===== config.mk =====
export PLATFORM = sky130hd
export DESIGN_NAME = bcd_digit_collector
export DESIGN_NICKNAME = d
export VERILOG_FILES = /design/src/rtl/bcd_digit_collector.sv
export SDC_FILE = /design/constraint.sdc
export NUM_CORES = 1
export LEC_CHECK = 0
export BUFFER_PORTS_ARGS = -buffer_cell sky130_fd_sc_hd__buf_2
export CAP_MARGIN = 40
export CORE_UTILIZATION = 52
export DETAILED_ROUTE_END_ITERATION = 16
export HOLD_SLACK_MARGIN = 0.06
export MAX_ROUTING_LAYER = met4
export PLACE_DENSITY = 0.89
export SLEW_MARGIN = 40
export SYNTH_ARGS = -nofsm -noshare
export SYNTH_HDL_FRONTEND = slang
export SYNTH_SLANG_ARGS = --single-unit

===== constraint.sdc =====
create_clock -name clk -period 4.1 [get_ports clk]
set_clock_uncertainty 0.15 [all_clocks]
set_input_delay 0.82 -clock clk [delete_from_list [all_inputs] [get_ports clk]]
set_output_delay 0.82 -clock clk [all_outputs]
set_load 0.02 [all_outputs]

===== src/rtl/bcd_digit_collector.sv =====
// Serial BCD digit collector: shifts in one digit per handshake (MSD first) and
// holds each completed word on a valid/ready output. Optional BCD_COLLECT_ERRCNT_EN adds err_count.
module bcd_digit_collector #(
  parameter int NUM_DIGITS = 4
) (
  input  logic                    clk,
  input  logic                    rst,
  input  logic [3:0]              digit_in,
  input  logic                    digit_valid,
  output logic                    digit_ready,
  input  logic                    clear,
  output logic [4*NUM_DIGITS-1:0] word_out,
  output logic                    word_valid,
  input  logic                    word_ready,
  output logic                    digit_err
`ifdef BCD_COLLECT_ERRCNT_EN
  ,
  output logic [7:0]              err_count
`endif
);

  localparam int W  = 4 * NUM_DIGITS;
  localparam int CW = $clog2(NUM_DIGITS) + 1;

  typedef enum logic {COLLECT, HOLD} state_t;

  state_t          state_q, state_d;
  logic [CW-1:0]   cnt_q, cnt_d;
  logic [W-1:0]    word_q, word_d;
  logic            err_q, err_d;
  logic            accept;
  logic            bad_digit;

  always_ff @(posedge clk) begin
    if (rst) begin
      state_q <= COLLECT;
      cnt_q   <= '0;
      word_q  <= '0;
      err_q   <= 1'b0;
    end else begin
      state_q <= state_d;
      cnt_q   <= cnt_d;
      word_q  <= word_d;
      err_q   <= err_d;
    end
  end

  always_comb begin
    state_d     = state_q;
    cnt_d       = cnt_q;
    word_d      = word_q;
    err_d       = 1'b0;
    digit_ready = (state_q == COLLECT) && !clear;
    accept      = digit_valid && digit_ready;
    bad_digit   = digit_in > 4'd9;

    // clear outranks both the digit handshake and the word handshake
    if (clear) begin
      state_d = COLLECT;
      cnt_d   = '0;
      word_d  = '0;
    end else if (state_q == HOLD) begin
      if (word_ready) begin
        state_d = COLLECT;
        word_d  = '0;
      end
    end else if (accept) begin
      if (bad_digit) begin
        cnt_d  = '0;
        word_d = '0;
        err_d  = 1'b1;
      end else begin
        word_d = (word_q << 4) | W'(digit_in);
        if (cnt_q == CW'(NUM_DIGITS - 1)) begin
          state_d = HOLD;
          cnt_d   = '0;
        end else begin
          cnt_d = cnt_q + CW'(1);
        end
      end
    end
  end

  assign word_out   = word_q;
  assign word_valid = (state_q == HOLD);
  assign digit_err  = err_q;

`ifdef BCD_COLLECT_ERRCNT_EN
  logic [7:0] err_count_q, err_count_d;

  // Saturating tally of rejected digits; only rst clears it.
  always_comb begin
    err_count_d = err_count_q;
    if (accept && bad_digit && err_count_q != 8'hFF)
      err_count_d = err_count_q + 8'd1;
  end

  always_ff @(posedge clk) begin
    if (rst) err_count_q <= '0;
    else     err_count_q <= err_count_d;
  end

  assign err_count = err_count_q;
`endif

endmodule

* Word-level counts from Yosys, hierarchy flattened *
Cells that the tools add are included.

storage, ports and cells
  register bits = 21
  input port bits = 9
  output and inout port bits = 19
  logic and storage cells = 31

cells by class
  add/subtract/negate cells = 1
  order comparisons = 1
  equal/unequal tests = 2
  multiplexer cells = 12
  bitwise gates (word level) = 3
  reductions and logical operators = 8

operators with widths
  operator                                                         number
  16-bit 2-to-1 mux                                                4
  16-bit by 4-bit bitwise OR with 16-bit output                    1
  1-bit 2-to-1 mux                                                 6
  3-bit 2-to-1 mux                                                 2
  4-bit > comparator, second input constant                        1
  2-bit AND reduction                                              2
  4-bit OR reduction                                               1
  3-bit by 1-bit adder with 3-bit output, second input constant    1
  3-bit by 2-bit == test with 1-bit output, second input constant  1
  1-bit logical AND                                                2
  2-bit != test, second input constant                             1
  1-bit inverter                                                   2
  2-bit nonzero test                                               1
  2-bit OR reduction                                               1
  1-bit zero test                                                  1

* Depth between registers and ports, before layout *
  word-level depth = 5
  depth in mapped cells = 4
  gate-level depth less buffers = 4

* Least setup slack after synthesis *
OpenSTA, ideal clock, no wires.

  path kind = input to output
  from = input port clear
  to = output port digit_ready
  data arrival time = 1100 ps
  data required time = 3130 ps
  setup slack = 2030 ps
  stages on the path = 1
  path buffers = 0
  cell sequence = nor2_1

on the way
  longest elaborated chain between the ends = 2

RTL lines
  item               RTL line  source
  from (decl)        11        input logic clear,
  1-bit zero test    53        digit_ready = (state_q == COLLECT) && !clear;
  1-bit logical AND  53
  to (decl)          10        output logic digit_ready,

No other way between the ends.

* Final worst setup path *
Same ends and word-level chain as after synthesis.

==> results.cfg <==
[global_routing]
grtUsageMet3 = 0.0250
track_usage = 0.230
busiest_layer = met2
grt-ovfl-total = 0
grt_pass1_vias = 706
met2_usage = 0.361
antenna_found_initial = 0
grt_pass1_wl_mm = 3.16
use_met1 = 0.300
grt_max_degree = 22

[setup_path]
slowest_stage = buf_2
cp_top_family = buffers and inverters
crit_required_ps = 3130
path_cells = buf_2 -> nor2_1 -> buf_2
r2r_start = word_valid
critPathLaunchType = primary input
regToRegSetupSlack_ps = 2270
cp.depth = 3
r2r_cells = 3
cp.arrival_ps = 1210
path_buf_inv = 2
path_max_fanout = 6
cp-startpoint = clear
worstSetupPathType = in2out
regToRegEndpoint = word_out[9]
endpoint = digit_ready
cp-end-kind = primary output
path_common_cell = buf_2
cpPeakStageDelay_ps = 160

[floorplan]
fp.dieH_um = 43.7
ios = 28
fp-row-count = 14
chipWidth_um = 43.7
coreArea_mm2 = 0.00156
initial_core_util = 0.580
die_area_mm2 = 0.00191

[detailed_routing]
drt_iter0_markers = 15
vias = 800
wl_per_cell_um = 15.5
post-route-drc-count = 1
wirelength_mm = 1.99
route.antenna.remaining_nets = 0
via_per_inst = 6.25
drt_first_pass_iters = 10

[logic_synthesis]
syn_area_per_cell_um2 = 10.4
ys_ff_latch = 21
ys_types = 27
synth_area_um2 = 905
syn_inst = 87
ys_seq_area_frac = 0.465
yosysWarnings = 0
synth_fp_nets = 97

[timing]
timing.slew.headroom = 0.543
maxSlewViolCount = 0
rsz0062_at_grt = no
fmax_ghz = 0.459
worst_pin_slew_ps = 681
post-route-min-period_ps = 2180
hold_viol_final = 0
fin_tns_setup_ps = 0
period_share = 0.531
setup_viol = 0

[pwr]
seqPwrFrac = 0.621
leakagePower_nw = 0.462
powerDensity_mw_per_mm2 = 314
power.share.clock = 0.297
ir_drop_uv = 202
swShare = 0.240
totalPowerFinal_mw = 0.331
combinationalPowerShare = 0.082
p_sw_mw = 0.0795
power.internal_mw = 0.251

[final_layout]
fill_cells = 142
layout_common_cells = 27 x buf_2, 21 x dfxtp_1, 13 x a31o_1
multi_input_area_um2 = 453
drive_gt1_frac = 0.321
regArea_um2 = 420
layout_commonest_cell = buf_2
area_growth_pct = 16.6
antenna_cells = 0
nets = 123
fin_cells = 128

[place]
hpwlAfterDp_mm = 1.32
numPortBuffers = 27
place_inst = 124
finalWeightedCongestion = 0.873

[clocking]
numCtsBuffers = 3
clk_pin_slew_ps = 120
cts.sinks = 21
htreeDepth = 1
ctsHoldBuffers = 0
clockBufferDepth = 2
clockRootBuffer = clkbuf_4
post_cts_buffers = 0
cts-resized-gates = 0
cts_tree = done
clk_latency_ps = 300

[flow_run]
max_cap_violations = 0

[run_status]
violations = DRC
status = finished, violations left

[hold_path]
hold_path.class = reg2reg
## worst reg2reg max path: cells and delay by family (launching register included)
| family | cells | cell delay [ps] |
|---|---|---|
| AOI/OAI and AO/OA | 1 | 210 |
| DFF | 1 | 520 |
| and+or+nand+nor | 2 | 900 |
## power by group through the flow
stage | Combinational [mW] | Clock [mW] | Sequential, mW
3_5_place_dp | 0.0264 | 0 | 0.210
2_1_floorplan | 0.0167 | 0 | 0.211
6_report | 0.0272 | 0.0982 | 0.206
3_3_place_gp | 0.0245 | 0 | 0.210
5_1_grt | 0.0298 | 0.104 | 0.206
4_1_cts | 0.0265 | 0.0983 | 0.206
## synthesized netlist by cell type
master,instances,area (µm²)
dfxtp_1,21,420
and3_1,1,6.26
a31o_1,13,114
nand3b_1,2,15.0
a21oi_1,5,25.0
or3b_4,1,11.3
nor4b_1,1,8.76
nand2_1,5,18.8
nor2_1,2,7.51
nand4b_1,1,8.76
o21a_1,2,15.0
buf_4,1,7.51
and4_1,11,96.3
clkbuf_1,2,7.51
nor2b_1,1,6.26
nand3_1,3,15.0
nand2b_1,1,6.26
ha_1,1,12.5
nor4_2,1,12.5
buf_2,1,5.00
nand4_1,1,6.26
or2_2,1,6.26
nor3b_1,1,7.51
nor3_1,2,10.0
o21ai_0,2,10.0
buf_6,2,22.5
and4_4,2,22.5
## layout make-up
type,instances,share of cell area
clock buffers,4,0.0249
repair buffers,27,0.128
well taps,16,0.0190
flip-flops and latches,21,0.399
multi-input cells,60,0.429
## state kept, by name, indices dropped and copies added, names as in the netlist
name and count:
word_valid 1, word_out 16, cnt_q 3, digit_err 1
## routing by layer
metal,vias to the layer above,share of wire
li1,388,-
met1,388,0.44
met2,21,0.51
met3,3,0.042
met4,0,0.0085
met5,-,0
## cells by family (layout without fill, tap and decap cells)
kind of cell,after synthesis,after routing,synth area share
AO/OA/AOI/OAI,22,22,0.181
adder cells (fa/ha/maj),1,1,0.0138
buffers and inverters,6,31,0.0470
flip-flops,21,21,0.465
AND/OR/NAND/NOR,37,37,0.293
## worst min-delay path by stage
stage,from,to,slack [ps],cells past startpoint
final,cnt_q[1],cnt_q[1],330,2
after global routing,cnt_q[1],cnt_q[1],360,2
after CTS,cnt_q[1],cnt_q[1],330,2
after detailed placement,cnt_q[2],cnt_q[2],320,1
after global placement,cnt_q[1],cnt_q[1],300,2
after floorplan,cnt_q[1],cnt_q[1],280,2
## metrics by stage
stage          area [µm²]  worst slack [ps]  hold slack (ps)  utilization
2_1_floorplan         905              2030              284            -
6_report             1050              1920              335        0.677
3_5_place_dp         1030              1850              317        0.658
4_1_cts              1050              1930              335        0.675
3_3_place_gp         1020              1690              295        0.652
5_1_grt              1050              1860              356        0.677
Power figures use the tool's default switching activity.
